==> config.mk <==
export PLATFORM = sky130hd
export DESIGN_NAME = uart_tx_arbiter
export DESIGN_NICKNAME = d
export VERILOG_FILES = /design/src/rtl/serial_pkg.sv /design/src/rtl/uart_tx_arbiter_rr_picker.sv /design/src/rtl/uart_tx_arbiter.sv
export SDC_FILE = /design/constraint.sdc
export NUM_CORES = 1
export LEC_CHECK = 0
export ABC_AREA = 1
export ABC_CLOCK_PERIOD_IN_PS = 2250
export BUFFER_PORTS_ARGS = -buffer_cell sky130_fd_sc_hd__clkbuf_2
export CAP_MARGIN = 20
export CELL_PAD_IN_SITES_DETAIL_PLACEMENT = 1
export CELL_PAD_IN_SITES_GLOBAL_PLACEMENT = 2
export CORE_MARGIN = 2
export CORE_UTILIZATION = 28
export CTS_CLUSTER_DIAMETER = 60
export DETAILED_ROUTE_END_ITERATION = 10
export GPL_TIMING_DRIVEN = 1
export PLACE_DENSITY_LB_ADDON = 0.1
export REMOVE_ABC_BUFFERS = 1
export SLEW_MARGIN = 40
export SYNTH_ARGS = -nofsm -noshare
export SYNTH_HDL_FRONTEND = slang
export SYNTH_HIERARCHICAL = 1
export SYNTH_SLANG_ARGS = --single-unit
==> constraint.sdc <==
create_clock -name clk -period 2.25 [get_ports clk]
set_clock_uncertainty 0.1 [all_clocks]
set_input_delay 0.5625 -clock clk [delete_from_list [all_inputs] [get_ports clk]]
set_output_delay 0.5625 -clock clk [all_outputs]
set_load 0.005 [all_outputs]
==> src/rtl/serial_pkg.sv <==
// -----------------------------------------------------------------------------
// serial_pkg
//   Definitions shared by the serial transmit path: the arbiter state type,
//   the default clock and baud rates that uart_tx is built around, and a small
//   modulo-increment helper used for round-robin pointer arithmetic.
//
//   Contents:
//     CLK_HZ, BAUD_RATE, CLKS_PER_BIT  default timing constants for uart_tx
//     arb_state_t                      uart_tx_arbiter FSM states
//     wrap_inc()                       (value + 1) mod modulus
// -----------------------------------------------------------------------------
package serial_pkg;

   localparam int unsigned CLK_HZ       = 50_000_000;
   localparam int unsigned BAUD_RATE    = 115_200;
   localparam int unsigned CLKS_PER_BIT = CLK_HZ / BAUD_RATE;

   typedef enum logic [2:0] {
      ST_IDLE,
      ST_LOAD,
      ST_WAIT_BUSY,
      ST_WAIT_DONE,
      ST_HOLD
   } arb_state_t;

   // Increment with wrap-around; modulus need not be a power of two.
   function automatic int unsigned wrap_inc(input int unsigned value,
                                            input int unsigned modulus);
      return ((value + 32'd1) >= modulus) ? 32'd0 : (value + 32'd1);
   endfunction

endpackage

==> src/rtl/uart_tx_arbiter_rr_picker.sv <==
// -----------------------------------------------------------------------------
// rr_picker
//   Purely combinational round-robin selector. Starting at position ptr and
//   wrapping past N_REQ-1 back to 0, it grants the first asserted request.
//
//   Ports:
//     req  in   N_REQ   request vector
//     ptr  in   PTR_W   position with highest priority this cycle
//     gnt  out  N_REQ   one-hot grant, all zero when req is zero
// -----------------------------------------------------------------------------
module rr_picker #(
   parameter int N_REQ = 4,
   parameter int PTR_W = $clog2(N_REQ)
) (
   input  logic [N_REQ-1:0] req,
   input  logic [PTR_W-1:0] ptr,
   output logic [N_REQ-1:0] gnt
);

   // One bit wider than the pointer so ptr + offset never overflows before
   // the wrap is applied.
   logic [PTR_W:0]   sum;
   logic [PTR_W-1:0] idx;
   logic             found;

   // Walk the candidates in priority order and keep only the first hit.
   always_comb begin
      gnt   = '0;
      sum   = '0;
      idx   = '0;
      found = 1'b0;
      for (int off = 0; off < N_REQ; off++) begin
         sum = {1'b0, ptr} + (PTR_W + 1)'(off);
         if (sum >= (PTR_W + 1)'(N_REQ)) begin
            sum = sum - (PTR_W + 1)'(N_REQ);
         end
         idx = sum[PTR_W-1:0];
         if (!found && req[idx]) begin
            gnt[idx] = 1'b1;
            found    = 1'b1;
         end
      end
   end

endmodule

==> src/rtl/uart_tx_arbiter.sv <==
// -----------------------------------------------------------------------------
// uart_tx_arbiter
//   Shares one uart_tx between N_REQ byte-stream requesters. Ownership is
//   granted round-robin and locked for a whole message (until a byte flagged
//   req_last has been transmitted). An owner that stops supplying bytes
//   mid-message for STALL_CLKS clocks loses the lock and stall_err pulses.
//
//   Ports:
//     clk        in   1        system clock
//     rst        in   1        synchronous active-high reset
//     req_valid  in   N_REQ    per-requester byte available
//     req_data   in   N_REQ*8  per-requester byte, requester i at [8i+7:8i]
//     req_last   in   N_REQ    byte is the final byte of its message
//     req_ready  out  N_REQ    one-cycle pulse: owner's byte consumed
//     tx_send    out  1        send strobe to uart_tx
//     tx_data    out  8        byte to uart_tx (holds last byte sent)
//     tx_busy    in   1        uart_tx busy
//     grant      out  N_REQ    one-hot current owner, zero when idle
//     stall_err  out  1        one-cycle pulse when a stalled lock is revoked
// -----------------------------------------------------------------------------
module uart_tx_arbiter
   import serial_pkg::*;
#(
   parameter int N_REQ      = 4,
   parameter int STALL_CLKS = 1_000_000
) (
   input  logic               clk,
   input  logic               rst,
   input  logic [N_REQ-1:0]   req_valid,
   input  logic [N_REQ*8-1:0] req_data,
   input  logic [N_REQ-1:0]   req_last,
   output logic [N_REQ-1:0]   req_ready,
   output logic               tx_send,
   output logic [7:0]         tx_data,
   input  logic               tx_busy,
   output logic [N_REQ-1:0]   grant,
   output logic               stall_err
);

   localparam int PTR_W = $clog2(N_REQ);
   localparam int CNT_W = (STALL_CLKS > 2) ? $clog2(STALL_CLKS) : 1;
   localparam logic [CNT_W-1:0] STALL_LAST = CNT_W'(STALL_CLKS - 1);

   arb_state_t       state, state_d;
   logic [N_REQ-1:0] grant_d;
   logic [PTR_W-1:0] owner, owner_d;
   logic [PTR_W-1:0] rr_ptr, rr_ptr_d;
   logic [PTR_W-1:0] next_ptr;
   logic             last_q, last_d;
   logic [7:0]       data_q, data_d;
   logic [CNT_W-1:0] stall_cnt, stall_cnt_d;

   logic [N_REQ-1:0] pick_gnt;
   logic [PTR_W-1:0] pick_idx;
   logic             owner_valid;
   logic             owner_last;
   logic [7:0]       owner_data;

   rr_picker #(
      .N_REQ (N_REQ),
      .PTR_W (PTR_W)
   ) u_picker (
      .req (req_valid),
      .ptr (rr_ptr),
      .gnt (pick_gnt)
   );

   // The picker hands back a one-hot vector; the FSM also needs the index
   // so it can steer the data/valid/last muxes for the locked owner.
   always_comb begin
      pick_idx = '0;
      for (int i = 0; i < N_REQ; i++) begin
         if (pick_gnt[i]) begin
            pick_idx = PTR_W'(i);
         end
      end
   end

   // The owner's request lines, selected by the registered owner index.
   assign owner_valid = req_valid[owner];
   assign owner_last  = req_last[owner];
   assign owner_data  = req_data[{owner, 3'b000} +: 8];

   // Pointer position just past the current owner, used on every release.
   assign next_ptr = PTR_W'(wrap_inc(32'(owner), 32'(N_REQ)));

   // While a byte is being handed over, tx_data shows it directly so uart_tx
   // samples it in the same cycle as tx_send; otherwise it repeats the last
   // byte that was sent.
   assign tx_data = tx_send ? owner_data : data_q;

   // State register and all datapath registers.
   always_ff @(posedge clk) begin
      if (rst) begin
         state     <= ST_IDLE;
         grant     <= '0;
         owner     <= '0;
         rr_ptr    <= '0;
         last_q    <= 1'b0;
         data_q    <= 8'h00;
         stall_cnt <= '0;
      end else begin
         state     <= state_d;
         grant     <= grant_d;
         owner     <= owner_d;
         rr_ptr    <= rr_ptr_d;
         last_q    <= last_d;
         data_q    <= data_d;
         stall_cnt <= stall_cnt_d;
      end
   end

   // Next-state and output decode. Other requesters are only looked at in
   // IDLE, which is what keeps a message's bytes from ever interleaving with
   // another requester's. A byte is only handed over in LOAD with tx_busy low,
   // so a uart_tx still busy from an earlier frame simply delays the hand-off.
   always_comb begin
      state_d     = state;
      grant_d     = grant;
      owner_d     = owner;
      rr_ptr_d    = rr_ptr;
      last_d      = last_q;
      data_d      = data_q;
      stall_cnt_d = stall_cnt;
      tx_send     = 1'b0;
      req_ready   = '0;
      stall_err   = 1'b0;

      case (state)
         ST_IDLE: begin
            if (|req_valid) begin
               grant_d = pick_gnt;
               owner_d = pick_idx;
               state_d = ST_LOAD;
            end
         end

         ST_LOAD: begin
            if (!owner_valid) begin
               stall_cnt_d = '0;
               state_d     = ST_HOLD;
            end else if (!tx_busy) begin
               tx_send          = 1'b1;
               req_ready[owner] = 1'b1;
               data_d           = owner_data;
               last_d           = owner_last;
               state_d          = ST_WAIT_BUSY;
            end
         end

         ST_WAIT_BUSY: begin
            if (tx_busy) begin
               state_d = ST_WAIT_DONE;
            end
         end

         ST_WAIT_DONE: begin
            if (!tx_busy) begin
               if (last_q) begin
                  grant_d  = '0;
                  rr_ptr_d = next_ptr;
                  state_d  = ST_IDLE;
               end else begin
                  state_d  = ST_LOAD;
               end
            end
         end

         ST_HOLD: begin
            // A returning byte wins over a revocation due in the same cycle.
            if (owner_valid) begin
               state_d = ST_LOAD;
            end else if (stall_cnt == STALL_LAST) begin
               stall_err = 1'b1;
               grant_d   = '0;
               rr_ptr_d  = next_ptr;
               state_d   = ST_IDLE;
            end else begin
               stall_cnt_d = stall_cnt + 1'b1;
            end
         end

         default: begin
            state_d = ST_IDLE;
         end
      endcase
   end

endmodule

* Word level (Yosys, flattened, before mapping)
Cells that the tools add are included.
** Cells by class
- Muxes and demuxes :: 71
- Equality and inequality tests :: 15
- Reduce and logical (&&, ||, !) cells :: 22
- Add/subtract/negate cells :: 9
- Bitwise operators :: 4
- Magnitude comparators :: 15
- Shifts and indexed selects :: 1
** Operators with widths (number)
- $mux W20 :: 3
- $mux W4 :: 12
- $pmux W20 S2 :: 1
- $shiftx A32 B6 Y8 :: 1
- $mux W1 :: 22
- $mux W2 :: 11
- $mux W3 :: 7
- $add A20 B1 Y20 const B :: 1
- $eq A20 B20 Y1 const B :: 1
- $ne A2 B2 Y1 const B :: 8
- $lt A2 B3 Y1 const B :: 5
- $pmux W3 S5 :: 1
- $bmux W1 S2 :: 6
- $ge A3 B3 Y1 const B :: 4
- $or A4 B4 Y4 :: 3
- $pmux W4 S3 :: 1
- $demux W1 S2 :: 5
- $ge A2 B1 Y1 const B :: 5
- $reduce_and A5 Y1 :: 2
- $logic_and A1 B1 Y1 :: 8
- $mux W8 :: 1
- $sub A2 B1 Y2 const B :: 4
- $add A2 B1 Y3 const B :: 2
- $add A2 B2 Y3 const B :: 2
- other kinds (16) :: 21
** Word-level totals
- Bits of input ports :: 43
- Output and inout bits :: 18
- Logic and storage cells :: 144
- Flip-flop bits (word level) :: 40

* Logic depth before layout (Yosys ltp)
Gate-level depths: netlist of run 1.
- Word-level depth :: 17
- Depth in mapped cells :: 13
- Depth with buffers taken out :: 13

* By module
Netlist of run 1, hierarchy kept.
** Modules (own cells, without submodules)
- uart_tx_arbiter :: area an instance 2586.2 um^2, times used 1, cells each 427
- rr_picker :: area an instance 396.6 um^2, times used 1, cells each 73

* Least setup slack after synthesis of run 1
Ideal clock, no wire load.
- Kind :: input-to-output
- From :: input port req_valid[3]
- To :: output port tx_data[0]
- Stages :: 10
- Arrival time :: 1.374 ns
- Slack :: 0.214 ns
- Data required time :: 1.587 ns
- Cells stage by stage :: nand2_1 nand2_1 nand2_1 nand2_2 nand2_1 nor2_2 inv_2 buf_2 nand2_1 nand2_1
** On the way
- Cells in the longest elaborated chain, start to end :: 5
** RTL lines
- start: declaration :: RTL line uart_tx_arbiter.sv:29 : input logic [N_REQ-1:0] req_valid,
- $bmux W1 S2 :: RTL line uart_tx_arbiter.sv:80 : assign owner_valid = req_valid[owner];
- $mux W1 (implied by the code) :: RTL line uart_tx_arbiter.sv:80
- $mux W1 :: RTL line uart_tx_arbiter.sv:139 : if (!owner_valid) begin
- $mux W1 :: RTL line uart_tx_arbiter.sv:129 : case (state)
- $mux W8 :: RTL line uart_tx_arbiter.sv:90 : assign tx_data = tx_send ? owner_data : data_q;
- end: declaration :: RTL line uart_tx_arbiter.sv:34 : output logic [7:0] tx_data,
Every way passes these cells. The select of a mux whose other input is x is not followed.

* Worst setup path after layout of run 1
- From :: register owner[0]
- To :: output port tx_data[6]
** On the way
- Cells in the longest elaborated chain, start to end :: 5
- Elaborated cells on any way between the ends :: 6
** RTL lines
- start: declaration :: RTL line uart_tx_arbiter.sv:46 : logic [PTR_W-1:0] owner, owner_d;
- start signal: assignment :: RTL line uart_tx_arbiter.sv:105 : owner <= owner_d;
- parallel branches: the longest is 4 deep, another holds $shiftx A32 B6 Y8
- $mux W8 (*) :: RTL line uart_tx_arbiter.sv:90
Mark *: on every way between the ends. The select of a mux whose other input is x is not followed.

==> summary.txt, run 1 <==
Core area: 0.0103 mm^2
Cell Rows: 37
Detailed Place HPWL: 7330 um
Internal power: 1.91 mW
Leakage: 1.77 nW
Vias per inst: 4.67
Least-Margin Pin Slew: 0.394 ns
H-tree Lvls: 2
Final WL: 9450 um
Tot GR Track Use: 17.2%
Setup Viol. Count Final: 6
Ys Warns: 6
Largest net degree at the start of global routing: 29
Hold Buf Count CTS: 0
Final Hold Fails: 0
P per Cell Area: 920 mW/mm^2
Post-synth EDFFs: 0
Seq/Total Area, Yosys: 26.8%
Clock sink count: 40
Die area: 0.0115 mm^2
Post-synthesis area per instance: 5.97 um^2
CP max-delay cell: dfxtp_4
Seq pwr share: 26.1%
Synth cell types: 31
Die Ht: 107 um
FF-to-FF End: owner[0]
NumNets Final: 639
Crit-path max cell delay: 0.37 ns
Worst hold path cell count: 2
CTS Buffer Depth: 2
Element type at the critical path end: output pin
Vias in the first global route: 3518
RSZ-0062 raised after global routing: true
Sw power: 1.61 mW
Boundary Pins: 61
Comb pwr share: 54.8%
Final WS setup: -0.0402 ns
Violated checks: negative setup slack
Most common flop cell mapped by yosys: dfxtp_1
Area growth syn-to-layout: 28.2%
Setup TNS: -0.164 ns
R2R Setup Slk: 0.26 ns
Max Fclk: 437 MHz
Antenna violations before repair: 0
Final-report max-slew violation count: 0
Switching Fraction: 45.7%
Post-route minimum period: 2.29 ns
Post-synth top area cell: dfxtp_1
Worst hold path type: flop to flop
CP cell instances: inv_4 > nand2_2 > nand2_1 > nand2_1 > nand2_2 > nand2_2 > nor2_4 > buf_6 > nand2_2 > nand2_1 > clkbuf_2
First-pass GRT wire length: 16200 um
I/O Buffers: 60
Setup crit start kind: flop
Die width: 107 um
Initial DRC count: 104
Synth area leaders: dfxtp_1, nand2_1, nor2_1, nand3_1, inv_1
Syn Std Cell Area: 0.00298 mm^2
Place WS: -0.0817 ns
Number of buffers created by CTS: 5
Synth Instances: 500
Worst R2R Path Depth: 12
Async SR Flop Fraction: 0%
Area fraction of the dominant cell type after synthesis: 26.8%
Maximum fanout along the worst path: 7
Fill cells: 1405
Antenna diodes: 0
VDD IR max: 0.335 mV
DR pass1 iterations: 4
Most instantiated cells after synthesis: nand2_1, nor2_1, inv_1, nand3_1, dfxtp_1
Crit path required time: 1.59 ns
Period utilisation layout: 102%
Max-Cap Viols: 0
Reg clk slew, reported paths: 0.08 ns
RePlAce Congestion: 0.782
CTS tree: done
Initial Util: 28.9%
Layout cells sized above 1: 26.1%
FF+latch count, synth: 40
Root Buffer: clkbuf_8
End point of the worst hold path: data_q[7]
Most used cell, CP: nand2_2
Grt total ovfl: 0
Skew-Pair Late Insertion Delay: 0.30 ns
Wire length per cell: 13.1 um
Hold Startpoint: data_q[7]
Clock power share: 19.1%
DR vias: 3373
Arr. time, crit path: 1.63 ns
Drt drc: 0
Routed Antenna Nets: 0
Worst Path Class, Setup: flop to output pin
Status: complete, but fails checks
Max-slew headroom: 73.7%
Most instantiated library cell after synthesis: nand2_1
R2r startpoint: rr_ptr[0]
==> metal layers <==
metal / part of all wire [%] / up-vias / wire length [um] / GRT usage, %
met3: 3.0 / 6 / 285 / 2.61
li1: - / 1758 / - / -
met4: 0.78 / 0 / 74 / 3.25
met1: 51 / 1565 / 4840 / 23.6
met5: 0 / - / 0 / 0
met2: 45 / 44 / 4260 / 28.8
==> critical path, delay by kind of cell, from the launching register on <==
kind,cells,cell delay (ns)
buffers and inverters,3,0.35
AND/OR/NAND/NOR,8,0.62
flip-flops,1,0.37
==> sequential cells by signal, indices dropped and copies added, names as in the netlist <==
register / cells
state: 3
stall_cnt: 20
data_q: 8
last_q: 1
rr_ptr: 2
owner: 2
grant: 4
==> worst max path at each step <==
| stage | startpoint | end | slack, ns | cells past startpoint |
|---|---|---|---|---|
| detailed placement | req_valid[3] | tx_data[3] | -0.08 | 11 |
| global route | owner[0] | tx_data[6] | -0.16 | 11 |
| global placement | req_valid[3] | tx_data[6] | -0.03 | 11 |
| finish | owner[0] | tx_data[6] | -0.04 | 11 |
| CTS | owner[0] | tx_data[7] | -0.07 | 10 |
| floorplan | owner[0] | tx_data[0] | -0.17 | 10 |
==> power groups by stage <==
stage	Sequential [mW]	Combinational (mW)	Clock (mW)
finish	0.919	1.93	0.672
global route	0.935	2.21	0.722
CTS	0.912	1.93	0.695
detailed placement	0.917	1.87	0
global placement	0.915	1.85	0
floorplan	0.938	1.21	0
==> cell type report <==
class	instances	area, um^2	share of cell area (%)
Inverter	61	234	6.12
Timing Repair Buffer	91	551	14.4
Clock inverter	1	30.0	0.785
Clock buffer	7	96.3	2.52
Tap cell	136	170	4.45
Sequential cell	40	811	21.2
Multi-Input combinational cell	386	1930	50.5
==> stage by stage <==
step / std cells / hold WS (ns) / util, % / cell area, um^2 / total power [mW]
3_3_place_gp: 711 / 0.359 / 34.8 / 3590 / 2.76
2_1_floorplan: 487 / 0.342 / - / 2910 / 2.15
5_1_grt: 722 / 0.397 / 37.1 / 3820 / 3.87
6_report: 722 / 0.374 / 37.1 / 3820 / 3.52
4_1_cts: 721 / 0.376 / 36.6 / 3770 / 3.53
3_5_place_dp: 711 / 0.364 / 34.8 / 3590 / 2.79
==> layout by cell type (no fill, tap or decap), types with 7 or more instances in the layout <==
cell type and instances:
nand2_1 137, nor2_1 76, clkbuf_2 58, inv_1 49, nand3_1 44, dfxtp_1 34
a21oi_1 28, buf_4 28, o21ai_0 22, nand2_2 18, inv_2 10, ha_1 10
nand4_1 9, o22ai_1 8, clkbuf_8 7
==> cells by family after synthesis <==
logic type | share of synthesized area, %
xor+xnor | 1.47
fa+ha+maj | 4.61
buf+inv | 10.1
compound gates | 11.6
flops | 26.8
simple gates | 45.4
==> repair_timing <==
item,in CTS,in global routing
pin swaps,3,6
buffers inserted,2,2
gates resized for setup,15,13
setup endpoints to repair,14,14
Power figures use the tool's default switching activity.
==> run 2, diff against run 1 <==
PLACE_DENSITY = 0.83   (was not set)
PLACE_DENSITY_LB_ADDON = not set   (was 0.1)
==> run 2 against run 1 <==
The flow still finishes with violations (negative setup slack); setup slack got worse by 0.010 ns; first-iteration DRC count rose by 28%; global-route usage fell by 0.091 points; cell count rose by 1.4%; sequential share of layout area fell by 0.92 points; hold slack improved by 0.0030 ns; via count rose by 1.7%; design area rose by 4.4%; critical path type unchanged; critical endpoint is now tx_data[4].
==> summary.txt, run 2 (synthesized netlist as in run 1, its figures left out) <==
First-pass GRT wire length: 16000 um (-1.0%)
Clock sink count: 40 (unchanged)
Maximum fanout along the worst path: 7 (unchanged)
Crit path required time: 1.59 ns (about the same)
Largest net degree at the start of global routing: 23 (-21%)
Final non-filler cell area: 0.00399 mm^2 (+4.4%)
Max Fclk: 435 MHz (-0.45%)
DR vias: 3429 (+1.7%)
Seq pwr share: 24.1% (-2.0 points)
Number of buffers created by CTS: 5 (unchanged)
Root Buffer: clkbuf_8
I/O Buffers: 60 (unchanged)
Final WL: 9690 um (+2.5%)
Vias in the first global route: 3506 (-0.34%)
Violated checks: negative setup slack
Antenna diodes: 0 (unchanged)
Worst hold path type: flop to flop
Initial Util: 28.9% (unchanged)
Period utilisation layout: 102% (+0.46 points)
Vias per inst: 4.68 (+0.27%)
Worst Path Class, Setup: flop to output pin
CTS tree: done
Final Hold Fails: 0 (unchanged)
Final-report max-slew violation count: 0 (unchanged)
RePlAce Congestion: 0.769 (-1.7%)
Antenna violations before repair: 0 (unchanged)
P per Cell Area: 955 mW/mm^2 (+3.8%)
Arr. time, crit path: 1.64 ns (about the same)
RSZ-0062 raised after global routing: true
Least-Margin Pin Slew: 0.391 ns (-0.00269 ns)
Setup TNS: -0.341 ns (-0.177 ns)
Internal power: 2.14 mW (+12%)
Largest register FFs: 20 (unchanged)
Routed Antenna Nets: 0 (unchanged)
Status: complete, but fails checks
Die area: 0.0115 mm^2 (unchanged)
Boundary Pins: 61 (unchanged)
DP Area: 0.00354 mm^2 (-1.5%)
Sw power: 1.67 mW (+4.1%)
Cell Rows: 37 (unchanged)
Clock power share: 21.9% (+2.8 points)
Setup crit start kind: flop
Wire length per cell: 13.2 um (+1.1%)
H-tree Lvls: 2 (unchanged)
Switching Fraction: 43.9% (-1.8 points)
Reg with most FFs: stall_cnt
Tot GR Track Use: 17.1% (-0.091 points)
Hold Buf Count CTS: 0 (unchanged)
Final WS setup: -0.0506 ns (-0.0104 ns)
Grt total ovfl: 0 (unchanged)
Post-route minimum period: 2.30 ns (+0.0104 ns)
Layout cells sized above 1: 29.4% (+3.3 points)
Area growth syn-to-layout: 33.9%
Max-Cap Viols: 0 (unchanged)
Setup Viol. Count Final: 11 (+5)
Power Total: 3.81 mW (+8.4%)
Biggest regs: stall_cnt x20, data_q x8, grant x4
Detailed Place HPWL: 7130 um (-2.6%)
Element type at the critical path end: output pin
Skew-Pair Late Insertion Delay: 0.30 ns (about the same)
Die width: 107 um (unchanged)
NumNets Final: 649 (+1.6%)
Max-slew headroom: 73.9% (+0.18 points)
Drt drc: 0 (unchanged)
Most common cell after layout, fill and taps aside: nand2_1
Initial DRC count: 133 (+28%)
Comb pwr share: 54.0% (-0.8 points)
CTS Buffer Depth: 2 (unchanged)
Most frequent cells in the layout: nand2_1, nor2_1, clkbuf_2, inv_1, nand3_1
Leakage: 1.85 nW (+4.6%)
Worst hold slack: 0.377 ns (+0.00304 ns)
Reg clk slew, reported paths: 0.09 ns (about the same)
DR pass1 iterations: 4 (unchanged)
Die Ht: 107 um (unchanged)
VDD IR max: 0.329 mV (-1.7%)
Core area: 0.0103 mm^2 (unchanged)
[run 2: cell type report]
cell class | instances | area (um^2)
inverter | 61 | 234
clock buffer | 5 | 68.8
multi-input combinational | 386 | 2000
tap | 136 | 170
sequential | 40 | 810
clock inverter | 3 | 90.1
timing repair buffer | 101 | 616
fill | 1390 | 6330
[run 2: critical path, cell delays in order, from the launching register on]
cell and delay, ns:
dfxtp_4 0.38, inv_4 0.08, nand2_4 0.05, nand2_2 0.07
nand2_2 0.06, nand2_4 0.09, nand2_4 0.06, nor2_4 0.15
buf_6 0.16, nand2_2 0.06, nand2_1 0.07, clkbuf_2 0.11
[run 2: per-layer routing]
layer / vias to the layer above / track usage [%] / part of all wire, %
met3: 12 / 2.19 / 2.6
met4: 0 / 4.27 / 1.6
met1: 1595 / 21.3 / 46
met5: - / 0 / 0
li1: 1774 / - / -
met2: 48 / 31.1 / 50
[run 2: per-stage QoR]
| stage | setup WS (ns) | util, % | instances |
|---|---|---|---|
| 2_1_floorplan | -0.166 | - | 487 |
| 3_5_place_dp | -0.0595 | 34.3 | 704 |
| 3_3_place_gp | 0.00177 | 34.3 | 704 |
| 5_1_grt | -0.144 | 38.7 | 732 |
| 6_report | -0.0506 | 38.7 | 732 |
| 4_1_cts | -0.0862 | 38.2 | 734 |
[run 2: worst paths after layout]
| check | start | end | slack [ns] | depth (start not counted) |
|---|---|---|---|---|
| worst min register to register | data_q[7] | data_q[7] | 0.38 | 2 |
| worst max-delay path | owner[0] | tx_data[4] | -0.05 | 11 |
| worst max register to register | owner[0] | data_q[5] | -0.02 | 17 |
| worst min-delay path | data_q[7] | data_q[7] | 0.38 | 2 |
[run 2: power groups by stage]
| stage | Sequential (mW) | Clock [mW] | Combinational (mW) |
|---|---|---|---|
| detailed placement | 0.908 | 0 | 1.88 |
| finish | 0.918 | 0.837 | 2.06 |
| CTS | 0.902 | 0.858 | 2.03 |
| global route | 0.932 | 0.883 | 2.33 |
| floorplan | 0.938 | 0 | 1.21 |
| global placement | 0.906 | 0 | 1.84 |
[run 2: repair_timing]
item / 4_1_cts / 5_1_grt
endpoints found under the setup margin: 14 / 16
pin swaps: 16 / 7
gates cloned: 0 / 0
setup buffers: 22 / 1
gates resized for setup: 27 / 20
